===== config.mk =====
export PLATFORM = sky130hd
export DESIGN_NAME = gray_addr_block
export DESIGN_NICKNAME = d
export VERILOG_FILES = /design/src/rtl/gab_pkg.sv /design/src/rtl/gab_fifo2.sv /design/src/rtl/gray_addr_block.sv
export SDC_FILE = /design/constraint.sdc
export NUM_CORES = 1
export LEC_CHECK = 0
export ABC_CLOCK_PERIOD_IN_PS = 2100
export CORE_MARGIN = 2
export CORE_UTILIZATION = 33
export DETAILED_ROUTE_END_ITERATION = 10
export GPL_ROUTABILITY_DRIVEN = 0
export GPL_TIMING_DRIVEN = 0
export PLACE_DENSITY = 0.52
export SETUP_SLACK_MARGIN = 0.2
export SLEW_MARGIN = 0
export SYNTH_ARGS = -nofsm -noshare
export SYNTH_HDL_FRONTEND = slang
export SYNTH_SLANG_ARGS = --single-unit

===== constraint.sdc =====
create_clock -name CLK -period 2.1 [get_ports CLK]
set_input_delay 0.42 -clock CLK [delete_from_list [all_inputs] [get_ports CLK]]
set_output_delay 0.42 -clock CLK [all_outputs]
set_load 0.02 [all_outputs]

===== src/rtl/gab_pkg.sv =====
// Shared definitions for the Gray-address stage (gray_addr_block).
// Optional error counter is enabled by defining GAB_ERRCNT_EN.
package gab_pkg;

    localparam int CW_DEF = 2;   // counter / address width
    localparam int DW_DEF = 8;   // datablock word width
    localparam int GW_MAX = 4;   // widest Gray count supported

    // STATUS bit positions
    localparam int ST_SEQ = 0;   // illegal Gray step seen
    localparam int ST_OVR = 1;   // entry dropped on a full FIFO

    // One output FIFO entry at the default widths
    typedef struct packed {
        logic [CW_DEF-1:0] addr;
        logic [DW_DEF-1:0] data;
    } gab_entry_t;

    // Gray to binary; narrower counts are zero-extended by the caller,
    // which leaves the low bits of the result unchanged.
    function automatic logic [GW_MAX-1:0] gray2bin(input logic [GW_MAX-1:0] g);
        logic [GW_MAX-1:0] b;
        b[GW_MAX-1] = g[GW_MAX-1];
        for (int i = GW_MAX - 2; i >= 0; i--) begin
            b[i] = b[i+1] ^ g[i];
        end
        return b;
    endfunction

endpackage


===== src/rtl/gab_fifo2.sv =====
// Two-entry FIFO for gray_addr_block with simultaneous push/pop support.
// A push while full is ignored unless the same edge also pops.
// The head register keeps its last value after the final pop.
module gab_fifo2 #(
    parameter int W = 10
) (
    input  logic         clk,
    input  logic         rst_n,
    input  logic         push,
    input  logic         pop,
    input  logic [W-1:0] din,
    output logic [W-1:0] dout,
    output logic         full,
    output logic         empty
);

    logic [W-1:0] slot0_q, slot0_d;   // head
    logic [W-1:0] slot1_q, slot1_d;   // second entry
    logic [1:0]   count_q, count_d;
    logic         do_pop, do_push;

    // Next-state: pop only when occupied; push accepted unless full without a pop
    always_comb begin
        do_pop  = pop && (count_q != 2'd0);
        do_push = push && ((count_q != 2'd2) || do_pop);
        slot0_d = slot0_q;
        slot1_d = slot1_q;
        count_d = count_q;
        case ({do_push, do_pop})
            2'b10: begin
                if (count_q == 2'd0) slot0_d = din;
                else                 slot1_d = din;
                count_d = count_q + 2'd1;
            end
            2'b01: begin
                if (count_q == 2'd2) slot0_d = slot1_q;
                count_d = count_q - 2'd1;
            end
            2'b11: begin
                if (count_q == 2'd1) begin
                    slot0_d = din;
                end else begin
                    slot0_d = slot1_q;
                    slot1_d = din;
                end
            end
            default: ;
        endcase
    end

    // Storage and occupancy registers, cleared asynchronously
    always_ff @(posedge clk or negedge rst_n) begin
        if (!rst_n) begin
            slot0_q <= '0;
            slot1_q <= '0;
            count_q <= 2'd0;
        end else begin
            slot0_q <= slot0_d;
            slot1_q <= slot1_d;
            count_q <= count_d;
        end
    end

    assign dout  = slot0_q;
    assign empty = (count_q == 2'd0);
    assign full  = (count_q == 2'd2);

endmodule


===== src/rtl/gray_addr_block.sv =====
// gray_addr_block: samples an upstream Gray counter, reads the datablock at
// the decoded address on every count change and queues {addr, data} for a
// consumer. Sticky STATUS flags illegal Gray steps and dropped entries.
// Define GAB_ERRCNT_EN to build the saturating ERR_CNT counter.
//
// Output handshake: an entry is offered while DVALID=1 and leaves the FIFO
// on a rising CLK edge where DVALID && DREADY; DOUT/DOUT_ADDR are stable
// while DVALID=1 and DREADY=0, and hold the last entry when DVALID=0.
module gray_addr_block
    import gab_pkg::*;
#(
    parameter int CW = CW_DEF,
    parameter int DW = DW_DEF
) (
    input  logic          CLK,
    input  logic          RST_N,
    input  logic [CW-1:0] Q_IN,
    input  logic          EN,
    input  logic          WE,
    input  logic [CW-1:0] WADDR,
    input  logic [DW-1:0] WDATA,
    output logic [CW-1:0] DOUT_ADDR,
    output logic [DW-1:0] DOUT,
    output logic          DVALID,
    input  logic          DREADY,
    input  logic          CLR_STATUS,
    output logic [1:0]    STATUS,
    output logic [7:0]    ERR_CNT
);

    localparam int EW     = CW + DW;
    localparam int NWORDS = 1 << CW;

    logic [CW-1:0] q_prev_q, q_prev_d;
    logic [1:0]    status_q, status_d;
    logic [DW-1:0] mem_q [NWORDS];
    logic [DW-1:0] mem_d [NWORDS];
    logic [CW-1:0] bin;
    logic [DW-1:0] rdata;
    logic [2:0]    flips;
    logic          chg, seq_err, ovr, pop;
    logic          fifo_full, fifo_empty;
    logic [EW-1:0] head;

    // Change detect, Gray step check and write-first datablock read
    always_comb begin
        bin   = CW'(gray2bin(GW_MAX'(Q_IN)));
        flips = 3'd0;
        for (int i = 0; i < CW; i++) begin
            flips = flips + {2'b00, Q_IN[i] ^ q_prev_q[i]};
        end
        chg      = EN && (Q_IN != q_prev_q);
        seq_err  = chg && (flips != 3'd1);
        rdata    = (WE && (WADDR == bin)) ? WDATA : mem_q[bin];
        pop      = !fifo_empty && DREADY;
        ovr      = chg && fifo_full && !pop;
        q_prev_d = EN ? Q_IN : q_prev_q;
    end

    // Sticky flags: a new error in the clearing cycle wins over the clear
    always_comb begin
        status_d = CLR_STATUS ? 2'b00 : status_q;
        if (seq_err) status_d[ST_SEQ] = 1'b1;
        if (ovr)     status_d[ST_OVR] = 1'b1;
    end

    // Datablock write, independent of sampling
    always_comb begin
        mem_d = mem_q;
        if (WE) mem_d[WADDR] = WDATA;
    end

    // Datablock storage has no reset
    always_ff @(posedge CLK) begin
        mem_q <= mem_d;
    end

    // Previous count and status registers
    always_ff @(posedge CLK or negedge RST_N) begin
        if (!RST_N) begin
            q_prev_q <= '0;
            status_q <= 2'b00;
        end else begin
            q_prev_q <= q_prev_d;
            status_q <= status_d;
        end
    end

`ifdef GAB_ERRCNT_EN
    logic [7:0] err_cnt_q, err_cnt_d;
    logic [8:0] err_sum;

    // Saturating error count; one per error kind in the cycle
    always_comb begin
        err_sum   = (CLR_STATUS ? 9'd0 : {1'b0, err_cnt_q})
                  + {8'd0, seq_err} + {8'd0, ovr};
        err_cnt_d = (err_sum > 9'd255) ? 8'hFF : err_sum[7:0];
    end

    // Error counter register
    always_ff @(posedge CLK or negedge RST_N) begin
        if (!RST_N) err_cnt_q <= 8'd0;
        else        err_cnt_q <= err_cnt_d;
    end

    assign ERR_CNT = err_cnt_q;
`else
    assign ERR_CNT = 8'd0;
`endif

    gab_fifo2 #(
        .W(EW)
    ) u_fifo (
        .clk   (CLK),
        .rst_n (RST_N),
        .push  (chg),
        .pop   (pop),
        .din   ({bin, rdata}),
        .dout  (head),
        .full  (fifo_full),
        .empty (fifo_empty)
    );

    assign DVALID              = !fifo_empty;
    assign {DOUT_ADDR, DOUT}   = head;
    assign STATUS              = status_q;

endmodule


Word-level counts from Yosys, hierarchy flattened
Index checks and enable logic that the tools add are counted.
{"block": "op_classes", "n_eq_ne": 13, "bitwise": 5, "n_addsub": 3, "reduce_logical": 21, "shifts": 0, "div": 0, "n_mul": 0, "magnitude_cmp": 3, "muxes": 18}
{"operator": "10-bit two-way mux", "count": 5}
{"operator": "32-bit bitwise mux", "count": 1}
{"operator": "8-bit two-way mux", "count": 4}
{"operator": "10-bit one-hot mux with 3 select lines", "count": 1}
{"operator": "10-bit one-hot mux with 2 select lines", "count": 1}
{"operator": "8-bit binary-select mux with 2-bit select", "count": 1}
{"operator": "8-bit demux with 2-bit select", "count": 1}
{"operator": "2-bit inequality test (second input constant)", "count": 5}
{"operator": "2-bit nonzero test", "count": 5}
{"operator": "1-bit logical AND", "count": 9}
{"operator": "2-bit == test (second input constant)", "count": 3}
{"operator": "3-bit greater-or-equal comparator (second input constant)", "count": 2}
{"operator": "2-bit inverter with 3-bit output", "count": 2}
{"operator": "3-bit AND reduction", "count": 2}
{"operator": "2-bit by 1-bit == test with 1-bit output (second input constant)", "count": 2}
{"operator": "2-bit one-hot mux with 2 select lines", "count": 1}
{"operator": "3-bit by 1-bit < comparator with 1-bit output (second input constant)", "count": 1}
{"operator": "3-bit nonzero test", "count": 1}
{"operator": "1-bit XOR", "count": 3}
{"operator": "1-bit by 1-bit adder with 2-bit output", "count": 1}
{"operator": "2-bit by 1-bit adder with 2-bit output (second input constant)", "count": 1}
{"operator": "2-bit == test", "count": 1}
{"operator": "1-bit logical NOT", "count": 2}
{"operator": "2-bit logical NOT", "count": 1}
{"operator": "6 further kinds", "count": 7}
{"block": "totals", "mem_bits_ro": 0, "latch_bits": 0, "out_inout_bits": 21, "mem_bits_rw": 0, "memories": 0, "ff_bits": 58}

Depth between registers and ports, before layout
Gate-level depths: netlist of run 1.
{"block": "depth", "ltp_word": 9, "depth_mapped": 10}

Cells and area by module
Synthesis of run 1 repeated with hierarchy kept, for this count alone.
{"block": "hier_totals", "hier_cells": 172, "area_unflattened_um2": 2720.1}
{"module": "gray_addr_block", "area_per_inst_um2": 1630.3, "cells_each": 87, "instances": 1}
{"module": "gab_fifo2", "area_per_inst_um2": 1089.8, "cells_each": 85, "instances": 1}

Least setup slack after synthesis of run 1
No wires, ideal clock.
{"block": "synth_timing", "kind": "input to register", "startpoint": "in Q_IN[1]", "endpoint": "reg u_fifo.slot0_q[5] (netlist: u_fifo.dout[5])", "slack_ns": -0.106, "n_path_buf": 4, "arrival_ns": 2.124, "stages": 10, "path_cell_list": "buf_6 -> clkbuf_1 -> xnor2_1 -> ha_1 -> and2b_1 -> o211a_1 -> buf_2 -> clkbuf_1 -> nor2_1 -> a31oi_1"}
{"block": "synth_via", "elab_chain_cells": 8}
{"element": "from (decl)", "line": "gray_addr_block.sv:17", "rtl": "input logic [CW-1:0] Q_IN,"}
{"element": "1-bit XOR", "line": "gab_pkg.sv:25", "rtl": "b[i] = b[i+1] ^ g[i];"}
{"element": "2-bit inverter with 3-bit output (not written as such)", "line": "gray_addr_block.sv:54", "rtl": "rdata = (WE && (WADDR == bin)) ? WDATA : mem_q[bin];"}
{"element": "8-bit binary-select mux with 2-bit select", "line": "gray_addr_block.sv:54"}
{"element": "8-bit two-way mux (not written as such) (2 in a row)", "line": "gray_addr_block.sv:54"}
{"element": "8-bit two-way mux", "line": "gray_addr_block.sv:54"}
{"element": "10-bit two-way mux (on tied branches)", "line": "gab_fifo2.sv:40, gab_fifo2.sv:31"}
{"element": "10-bit one-hot mux with 3 select lines", "line": "gab_fifo2.sv:29", "rtl": "case ({do_push, do_pop})"}
{"element": "to (signal assigned)", "line": "gab_fifo2.sv:58", "rtl": "slot0_q <= slot0_d;"}
{"element": "to (decl)", "line": "gab_fifo2.sv:17", "rtl": "logic [W-1:0] slot0_q, slot0_d;"}
Parallel ways exist; a longest one is shown, timed or not. The select of a mux whose other input is x is not followed.
A chain may end at the register's enable or synchronous reset.

Final worst setup path of run 1
{"block": "layout_timing", "startpoint": "in WE", "endpoint": "reg u_fifo.slot0_q[7] (netlist: u_fifo.dout[7])"}
{"block": "layout_via", "elab_chain_cells": 4}
{"element": "from (decl)", "line": "gray_addr_block.sv:19", "rtl": "input logic WE,"}
{"element": "1-bit logical AND (*)", "line": "gray_addr_block.sv:54"}
{"element": "8-bit two-way mux (*)", "line": "gray_addr_block.sv:54"}
{"element": "10-bit two-way mux (on tied branches)", "line": "gab_fifo2.sv:40, gab_fifo2.sv:31"}
{"element": "10-bit one-hot mux with 3 select lines (*)", "line": "gab_fifo2.sv:29"}
Mark *: on every way between the ends. The rest lies on a longest branch, timed or not. The select of a mux whose other input is x is not followed.

==> metrics.md, run 1 <==
| Metric | Value |
|---|---|
| Num CTS Buffers | `9` |
| Post-route clock skew | `0.00719 ns` |
| Crit path required time | `2.36 ns` |
| Routed WL per cell | `14.7 um` |
| Slew headroom | `60.6%` |
| I/O Buffers | `29` |
| Seq/Total Area, Yosys | `59.6%` |
| First-pass GRT wire length | `9010 um` |
| First-pass iteration count of the detailed router | `4` |
| Full die area | `8940 um^2` |
| Leakage Power | `1.36 nW` |
| Post-Route WL | `5450 um` |
| H-tree depth | `3` |
| Fin crit share | `88.3%` |
| Max Freq | `539 MHz` |
| Root Buffer | `clkbuf_8` |
| Fin area | `3560 um^2` |
| Total Nets Final | `283` |
| Via count | `1780` |
| Number of synthesized flops with an enable pin | `32` |
| Cell variety after synth | `36` |
| Worst slew pin tran | `0.591 ns` |
| Hold Slack | `0.0755 ns` |
| Pin count of the biggest net entering global routing | `27` |
| Clock sinks | `58` |
| Number of antenna-violating nets in the routed design | `0` |
| Fraction of registers with async set/reset | `44.8%` |
| Core Box Area | `8090 um^2` |
| Num rows | `33` |
| Placed Area | `3210 um^2` |
| Tmin final | `1.85 ns` |
| Status | `complete, no violations` |
| CP Max Fanout | `10` |
| Initial antenna violation count | `0` |
| Final hold vios | `0` |
| I/O pin total | `39` |
| WP data arrival | `2.11 ns` |
| Width of the chip | `94.5 um` |
| Initial Util | `33.4%` |
| Synth Cell Area | `2710 um^2` |
| Share of layout cells above drive strength 1 | `26.7%` |
| Area Overhead vs Synth | `31.5%` |
| Post-route DRC | `0` |
| Total congestion overflow | `0` |
| Pwr/cell area | `1150 nW/um^2` |
| Placed Instances | `349` |
| Vias in the first global route | `1710` |
| Worst skew pair latency | `0.34 ns` |
| Hold Path Class | `input port to async pin` |
| Setup crit end kind | `register` |
| CTS max path bufs | `2` |
| Peak VDD IR | `0.354 mV` |
| Initial DRC Count | `41` |
| Max-Cap Viols | `0` |
| Via density | `4.80` |
| Final non-filler cell total | `371` |
| Synthesis Warnings | `0` |
| N_diodes | `0` |
| Mean Syn Cell Area | `13.0 um^2` |
| Mapped Cells | `208` |
| CTS tree | `yes` |
| Setup TNS | `0 ns` |
| RSZ-0062 raised after global routing | `true` |
| Final Max Slew Viols | `0` |
| Dominant synthesized flop cell | `edfxtp_1` |
| Final setup vio count | `0` |
| WS Path Type | `input port to register` |
| Aggregate global-route resource usage | `13.7%` |
| Post-synthesis register bit count | `58` |
| FILL cells | `795` |
| Startpoint Class | `input port` |
| Post-detail-place hpwl | `3820 um` |
| Die height | `94.5 um` |
| CTS clk-pin slew, worst paths | `0.07 ns` |
critical path, cell delays in order:
cell and delay [ns]:
clkdlybuf4s50_1 0.55, or3b_4 0.41, mux2i_4 0.22, buf_6 0.17, o221ai_1 0.14, a31oi_2 0.20
metrics by stage:
stage	util (%)	power [W]	setup WS (ns)
after CTS	43.3	0.00409	0.114
after floorplan	-	0.00245	0.154
after global routing	44.0	0.00434	0.176
after global placement	39.6	0.00290	-0.863
final	44.0	0.00408	0.246
after detailed placement	39.6	0.00292	-0.839
logic make-up after synthesis:
family	after synthesis	synth area share (%)
mux	16	10.7
compound gates	44	10.5
simple gates	56	9.85
fa+ha+maj	4	1.85
flops	58	59.6
buf+inv	24	5.50
xor+xnor	5	1.90
other cells	1	0.139
cells in the final DEF (no fill, tap or decap), drive strengths merged, types with 9 or more instances in the layout:
cell           netlist  routed
o21ai               12      12
nand2b              10      10
buf                 14      24
dfrtp               26      26
edfxtp              32      32
nand2               22      22
o22ai                9       9
a31oi                9       9
clkdlybuf4s50        0      24
clkbuf               4      11
nor2                12      12
cells in the mapped netlist (all sizes together) (3+ instances only):
| master | number | area, um^2 |
|---|---|---|
| buf | 14 | 111 |
| dfrtp | 26 | 651 |
| mux4 | 8 | 180 |
| nand2b | 10 | 62.6 |
| nand3 | 4 | 20.0 |
| o22ai | 9 | 56.3 |
| ha | 4 | 50.1 |
| mux2 | 4 | 45.0 |
| o21ai | 12 | 60.1 |
| o221ai | 8 | 70.1 |
| a21oi | 3 | 15.0 |
| xnor2 | 5 | 51.3 |
| edfxtp | 32 | 961 |
| nand2 | 22 | 82.6 |
| mux2i | 4 | 65.1 |
| nor2 | 12 | 45.0 |
| clkbuf | 4 | 15.0 |
| a31oi | 9 | 56.3 |
| inv | 6 | 22.5 |
sequential cells by signal, indices dropped and copies added, names as in the netlist:
name,cells
mem_q,32
u_fifo.dout,10
u_fifo.slot1_q,10
STATUS,2
q_prev_q,2
u_fifo.count_q,2
path summary, 6_finish.rpt:
kind                                                    start  depth (start not counted)                       endpoint  slack [ns]
worst min-delay path                                    RST_N                          1  u_fifo.count_q[1]$_DFFE_PN0P_        0.08
worst min register to register  u_fifo.slot1_q[1]$_DFFE_PN0P_                          2  u_fifo.slot1_q[1]$_DFFE_PN0P_        0.48
min in group CLK                u_fifo.slot1_q[1]$_DFFE_PN0P_                          2  u_fifo.slot1_q[1]$_DFFE_PN0P_        0.48
worst max-delay path                                       WE                          6     u_fifo.dout[7]$_DFFE_PN0P_        0.25
worst max register to register        q_prev_q[1]$_DFFE_PN0P_                          7     u_fifo.dout[7]$_DFFE_PN0P_        0.32
max in group asynchronous                               RST_N                          1  u_fifo.slot1_q[1]$_DFFE_PN0P_        1.63
area by class of cell:
cell class	count	area, um^2	share of cell area, %
Sequential cell	58	1610	45.3
Buffer	18	169	4.75
Multi-Input combinational cell	133	1070	30.0
Tap cell	105	131	3.69
Inverter	6	22.5	0.633
Clock buffer	9	124	3.48
Timing Repair Buffer	35	339	9.53
Clock inverter	7	93.8	2.64
power breakdown:
part,total (W),switching [W],internal (W)
registers,0.00159,0.000127,0.00147
clock network,0.00112,0.000457,0.000664
logic,0.00136,0.000715,0.000649
per-layer routing:
metal / track usage [%] / wire (um) / up-vias
li1: - / - / 870
met1: 17.3 / 2510 / 858
met2: 21.8 / 2520 / 45
met3: 5.27 / 333 / 7
met4: 4.35 / 77 / 0
met5: 0 / 0 / -
repair_timing:
action,in CTS,in global routing
resized for setup,18,11
pin swaps,1,2
buffers inserted,3,3
hold buffers,0,0
endpoints found under the setup margin,47,42
cloned,0,0
Note: power is estimated with default switching activity, not from simulation.
==> run 2, diff against run 1 <==
ABC_CLOCK_PERIOD_IN_PS = 2190   (was 2100)
clock period = 2.19 ns   (was 2.1 ns; I/O delays follow)
==> run 2 against run 1 <==
Against the previous run:
- worst hold slack improved by 0.41 ns
- global-route usage decreased by 0.99 points
- first-iteration DRC count increased by 100%
- largest power group unchanged
==> metrics.md, run 2 (synthesis results as in run 1) <==
| Metric | Value |
|---|---|
| Status | `complete, no violations (unchanged)` |
| Number of antenna-violating nets in the routed design | `0 (unchanged)` |
| Die height | `94.5 um (unchanged)` |
| H-tree depth | `3 (unchanged)` |
| Worst skew pair latency | `0.33 ns (was 0.34 ns)` |
| WS Path Type | `input port to register (unchanged)` |
| CTS clk-pin slew, worst paths | `0.07 ns (about the same)` |
| Final setup vio count | `0 (unchanged)` |
| RSZ-0062 raised after global routing | `true (unchanged)` |
| Routed WL per cell | `14.1 um (was 14.7 um)` |
| Pwr/cell area | `1050 nW/um^2 (was 1150 nW/um^2)` |
| Crit path required time | `2.44 ns (was 2.36 ns)` |
| Most frequent cells in the layout | `32 x edfxtp_1, 27 x clkdlybuf4s50_1, 26 x dfrtp_1 (was 32 x edfxtp_1, 26 x dfrtp_1, 24 x clkdlybuf4s50_1)` |
| Clk pwr share | `22.9% (was 27.5%)` |
| R2R setup slack | `0.35 ns (was 0.32 ns)` |
| CTS tree | `yes (unchanged)` |
| Initial Util | `33.4% (unchanged)` |
| WP data arrival | `2.29 ns (was 2.11 ns)` |
| I/O pin total | `39 (unchanged)` |
| Via density | `4.66 (was 4.80)` |
| Root Buffer | `clkbuf_8 (unchanged)` |
| I/O Buffers | `29 (unchanged)` |
| Peak VDD IR | `0.379 mV (was 0.354 mV)` |
| Startpoint Class | `input port (unchanged)` |
| Total congestion overflow | `0 (unchanged)` |
| Leakage Power | `1.28 nW (was 1.36 nW)` |
| Slew headroom | `22.1% (was 60.6%)` |
| Fin crit share | `93.2%` |
| Pin count of the biggest net entering global routing | `27 (unchanged)` |
| Largest register by flop count | `mem_q (unchanged)` |
| Vias in the first global route | `1610 (was 1710)` |
| Area Overhead vs Synth | `27.1% (was 31.5%)` |
| Pint | `0.00240 W (was 0.00278 W)` |
| First-pass GRT wire length | `8320 um (was 9010 um)` |
| Max Freq | `490 MHz` |
| Clock sinks | `58 (unchanged)` |
| Initial antenna violation count | `0 (unchanged)` |
| CP Max Fanout | `10 (unchanged)` |
| Post-detail-place hpwl | `3670 um (was 3820 um)` |
| Total Nets Final | `279 (was 283)` |
| Combinational Power Share | `35.0% (was 33.5%)` |
| Num CTS Buffers | `9 (unchanged)` |
| Hold Path Class | `register to register (was input port to async pin)` |
| Sequential power share | `42.1% (was 39.0%)` |
| Worst slew pin tran | `1.16 ns (was 0.591 ns)` |
| Sw Ratio | `33.6% (was 31.9%)` |
| Switch Pwr | `0.00122 W (was 0.00130 W)` |
| Most common cell after layout, fill and taps aside | `edfxtp_1 (unchanged)` |
| Share of layout cells above drive strength 1 | `23.7% (was 26.7%)` |
| Aggregate global-route resource usage | `12.7% (was 13.7%)` |
| Placed Instances | `349 (unchanged)` |
| Num rows | `33 (unchanged)` |
| Final non-filler cell total | `367 (was 371)` |
| CTS max path bufs | `2 (unchanged)` |
| First-pass iteration count of the detailed router | `4 (unchanged)` |
| Max FFs per register | `32 (unchanged)` |
| CTS Hold Bufs | `0 (unchanged)` |
| Post-route DRC | `0 (unchanged)` |
| Total Power | `0.00361 W (was 0.00408 W)` |
| Placed Area | `3190 um^2 (was 3210 um^2)` |
| Fin area | `3440 um^2 (was 3560 um^2)` |
| Setup crit end kind | `register (unchanged)` |
| N_diodes | `0 (unchanged)` |
| Final Core Density | `42.5% (was 44.0%)` |
| Tmin final | `2.04 ns` |
| Max-Cap Viols | `0 (unchanged)` |
| Full die area | `8940 um^2 (unchanged)` |
| Post-route clock skew | `0.00643 ns (was 0.00719 ns)` |
| Final Max Slew Viols | `0 (unchanged)` |
| Final hold vios | `0 (unchanged)` |
| Initial DRC Count | `84 (was 41)` |
| Post-Route WL | `5160 um (was 5450 um)` |
| Core Box Area | `8090 um^2 (unchanged)` |
| Width of the chip | `94.5 um (unchanged)` |
| Setup TNS | `0 ns (unchanged)` |
| Via count | `1712 (was 1780)` |
==> run 2: critical path, stage by stage <==
cell and delay, ns:
clkdlybuf4s50_1 0.56, xnor2_2 0.36, mux2i_4 0.41, buf_6 0.18, o221ai_1 0.14, a31oi_1 0.19
==> run 2: repair_timing <==
| action | CTS | global route |
|---|---|---|
| endpoints found under the hold margin | 0 | 0 |
| gates resized for setup | 12 | 7 |
| pin swaps | 1 | 0 |
| endpoints found under the setup margin | 46 | 50 |
| setup buffers | 1 | 1 |
==> run 2: cell type report <==
class / instances / area (um^2)
Multi-Input combinational cell: 133 / 1020
Fill cell: 786 / 4660
Clock inverter: 7 / 46.3
Buffer: 18 / 171
Sequential cell: 58 / 1610
Clock buffer: 9 / 124
Timing Repair Buffer: 31 / 312
Inverter: 6 / 22.5
Tap cell: 105 / 131
==> run 2: path summary, 6_finish.rpt <==
kind | startpoint | cells past startpoint | to
worst max-delay path | WADDR[0] | 6 | u_fifo.dout[7]$_DFFE_PN0P_
worst min-delay path | u_fifo.slot1_q[3]$_DFFE_PN0P_ | 2 | u_fifo.slot1_q[3]$_DFFE_PN0P_
worst max register to register | q_prev_q[0]$_DFFE_PN0P_ | 7 | u_fifo.dout[8]$_DFFE_PN0P_
worst min register to register | u_fifo.slot1_q[3]$_DFFE_PN0P_ | 2 | u_fifo.slot1_q[3]$_DFFE_PN0P_
max in group asynchronous | RST_N | 1 | u_fifo.dout[3]$_DFFE_PN0P_
min in group asynchronous | RST_N | 1 | u_fifo.count_q[1]$_DFFE_PN0P_
==> run 2: per-layer routing <==
metal  part of all wire (%)  vias up  GRT usage [%]
met3                    4.9        5           3.91
met5                      0        -              0
met2                     45       38           18.9
li1                       -      860              -
met4                    1.1        0           5.07
met1                     49      809           17.4
==> run 2: power groups by stage <==
| stage | Sequential (W) | Combinational [W] | Clock [W] |
|---|---|---|---|
| after floorplan | 0.00166 | 0.000669 | 0 |
| after global placement | 0.00154 | 0.00121 | 0 |
| after detailed placement | 0.00155 | 0.00122 | 0 |
| after CTS | 0.00153 | 0.00125 | 0.000857 |
| after global routing | 0.00155 | 0.00140 | 0.000897 |
| final | 0.00152 | 0.00126 | 0.000827 |
==> run 2: through the flow <==
stage               hold WS [ns]  setup WS (ns)
floorplan                  0.142          0.202
CTS                        0.487         0.0708
finish                     0.483          0.149
global route               0.508         0.0668
detailed placement         0.471         -0.764
global placement           0.464         -0.813
==> RTL change: new RTL, settings of run 1 <==
The option `GAB_ERRCNT_EN` is turned on by a define.
--- a/src/rtl/gray_addr_block.sv
+++ b/src/rtl/gray_addr_block.sv
@@ -6,6 +6,8 @@
 // Output handshake: an entry is offered while DVALID=1 and leaves the FIFO
 // on a rising CLK edge where DVALID && DREADY; DOUT/DOUT_ADDR are stable
 // while DVALID=1 and DREADY=0, and hold the last entry when DVALID=0.
+`define GAB_ERRCNT_EN
+
 module gray_addr_block
     import gab_pkg::*;
 #(
Function: changed (a bounded check fails within 4 cycles, from zero or initial values and one cycle with RST_N low).
==> RTL change against run 1 <==
The run now ends with negative setup slack left; clock skew down 0.00091 ns; critical path type is now register to register; area after synthesis up 13%; global-route usage down 0.15 points; worst hold slack better by 0.085 ns; setup slack worse by 0.35 ns; combinational power up 37%; final cell count up 8.1%; synthesized cell count up 5.8%; power up 15%; sequential cell count up 8; design area up 18%; register-to-register slack worse by 0.42 ns; routed wire length up 17%; via count up 11%.
==> RTL change: results (changes against run 1) <==
clock sink count 66 (+14%); # diodes 0 (unchanged); vias in the first global route 1,951 (+14%); clock latency on the worst-skew pair 0.33 ns; Largest register FFs 32 (unchanged); Clock-cell share 0.04616 (-0.01502); buffering overhead 0.1522 (+0.009417); Lkg Pwr 1.608 nW (+18%); Seq area share 0.4318 (-0.02108); RR Endpoint u_fifo.dout[9]; Via density 4.913 (+2.4%); CP max FO 6 (-4); Post-synth top cells 34 x dfrtp_1, 32 x edfxtp_1, 17 x nand2_1; multi-input logic area 1386 sq um (+30%); hold_ws 0.1609 ns (+0.08539 ns); Post-Synthesis Net Count 247; routed length per instance 15.84 microns (+7.9%); Seq pwr share 0.378 (-0.012); Worst Hold Class input pin to async pin; slowest stage delay, CP 0.44 ns (-0.11 ns); Worst Clk Skew 0.006280 ns (-0.0009091 ns); final setup vio count 17 (+17); DR pass1 iterations 4 (unchanged); NetSw 0.001529 W (+18%); number of port buffers 37 (+28%); CTS max path bufs 2 (unchanged); nonclk inv count 7 (+1); Final nets 312 (+10%); CP top delay family flip-flops; Top FF cell, synth dfrtp_1; Arrival @ worst endpoint 2.42 ns (+0.31 ns); Worst-path clk slew 0.07 ns (about the same); status complete, but fails checks; largest reg by FF count mem_q; ranking of synthesized cells by area edfxtp_1 32%, dfrtp_1 28%, mux4_1 6.0%; worst reg2reg startpoint q_prev_q[1]; first-pass GRT wire length 10,250 microns (+14%); Filler Cell Count 833 (+4.8%); sequential share of the synthesized area 0.5947 (-0.001083); worst vdd ir 0.0004647 V (+31%); Slew @ Worst Pin 0.8025 ns (+0.2117 ns); nonclk buf count 62 (+17%); slack of the critical path -0.09933 ns (-0.3451 ns); failing checks negative setup slack; Num CTS Buffers 9 (unchanged); Post-DP HPWL 4055 microns (+6.0%); Final TNS setup -0.4266 ns (-0.4266 ns); Starting DRT DRC Count 77 (+88%); Crit-path slowest cell dfrtp_2; initial antenna violation count 0 (unchanged); share of cells above drive strength 1 0.3241 (+0.05722); Post-synth EDFFs 32 (unchanged); largest net degree at the start of global routing 35 (+30%); multi-input gates 139 (+4.5%); R2R cell count 10 (+3); ys async rst share 0.5152 (+0.06688); Power Clock 0.00104 W (-7%); Synth cell types 41 (+14%); Syn. warnings 0 (unchanged); GRT Total Usage 0.1356 (-0.001487)
==> RTL change: how the worst max path moves through the flow <==
stage / startpoint / to / slack [ns] / depth (start not counted)
4_1_cts: q_prev_q[0] / u_fifo.dout[9] / -0.1 / 10
3_3_place_gp: Q_IN[0] / ERR_CNT[3] / -1.03 / 12
6_report: q_prev_q[1] / u_fifo.dout[9] / -0.1 / 10
2_1_floorplan: Q_IN[1] / u_fifo.dout[8] / -0.25 / 12
3_5_place_dp: Q_IN[0] / u_fifo.dout[8] / -1.00 / 12
5_1_grt: q_prev_q[0] / u_fifo.dout[9] / -0.17 / 10
==> RTL change: kinds of logic (layout without fill, tap and decap cells) <==
logic type                 after synthesis  in the layout  synth area share
adders and majority gates                9              9           0.03943
buffers and inverters                   15             85           0.03326
muxes                                   24             24            0.1269
xor gates and xnor gates                10             10           0.02875
DFF                                     66             66            0.5947
and+or+nand+nor                         65             65            0.1072
AOI/OAI and AO/OA                       31             31           0.06982
==> RTL change: through the flow <==
stage                     setup slack, ns    util  power, W  cells  cell area, sq um
after floorplan                   -0.2481       -  0.002753    220              3169
after global placement             -1.030  0.4038  0.003261    368              3679
after detailed placement           -1.004  0.4033  0.003277    368              3674
after CTS                        -0.09984  0.4518  0.004684    399              4115
after global routing              -0.1654  0.4613  0.004952    401              4202
final                            -0.09933  0.4613  0.004672    401              4202
==> RTL change: layer usage <==
layer,up-vias,wire (microns),global-route usage
li1,948,-,-
met1,972,3036,0.1820
met2,45,3020,0.2199
met3,5,241,0.04039
met4,0,55,0.02845
met5,-,0,0
==> RTL change: repair_timing <==
action,CTS,global route
endpoints found under the setup margin,39,29
cloned,0,0
pin swaps,6,4
buffers inserted,15,2
resized for setup,25,22
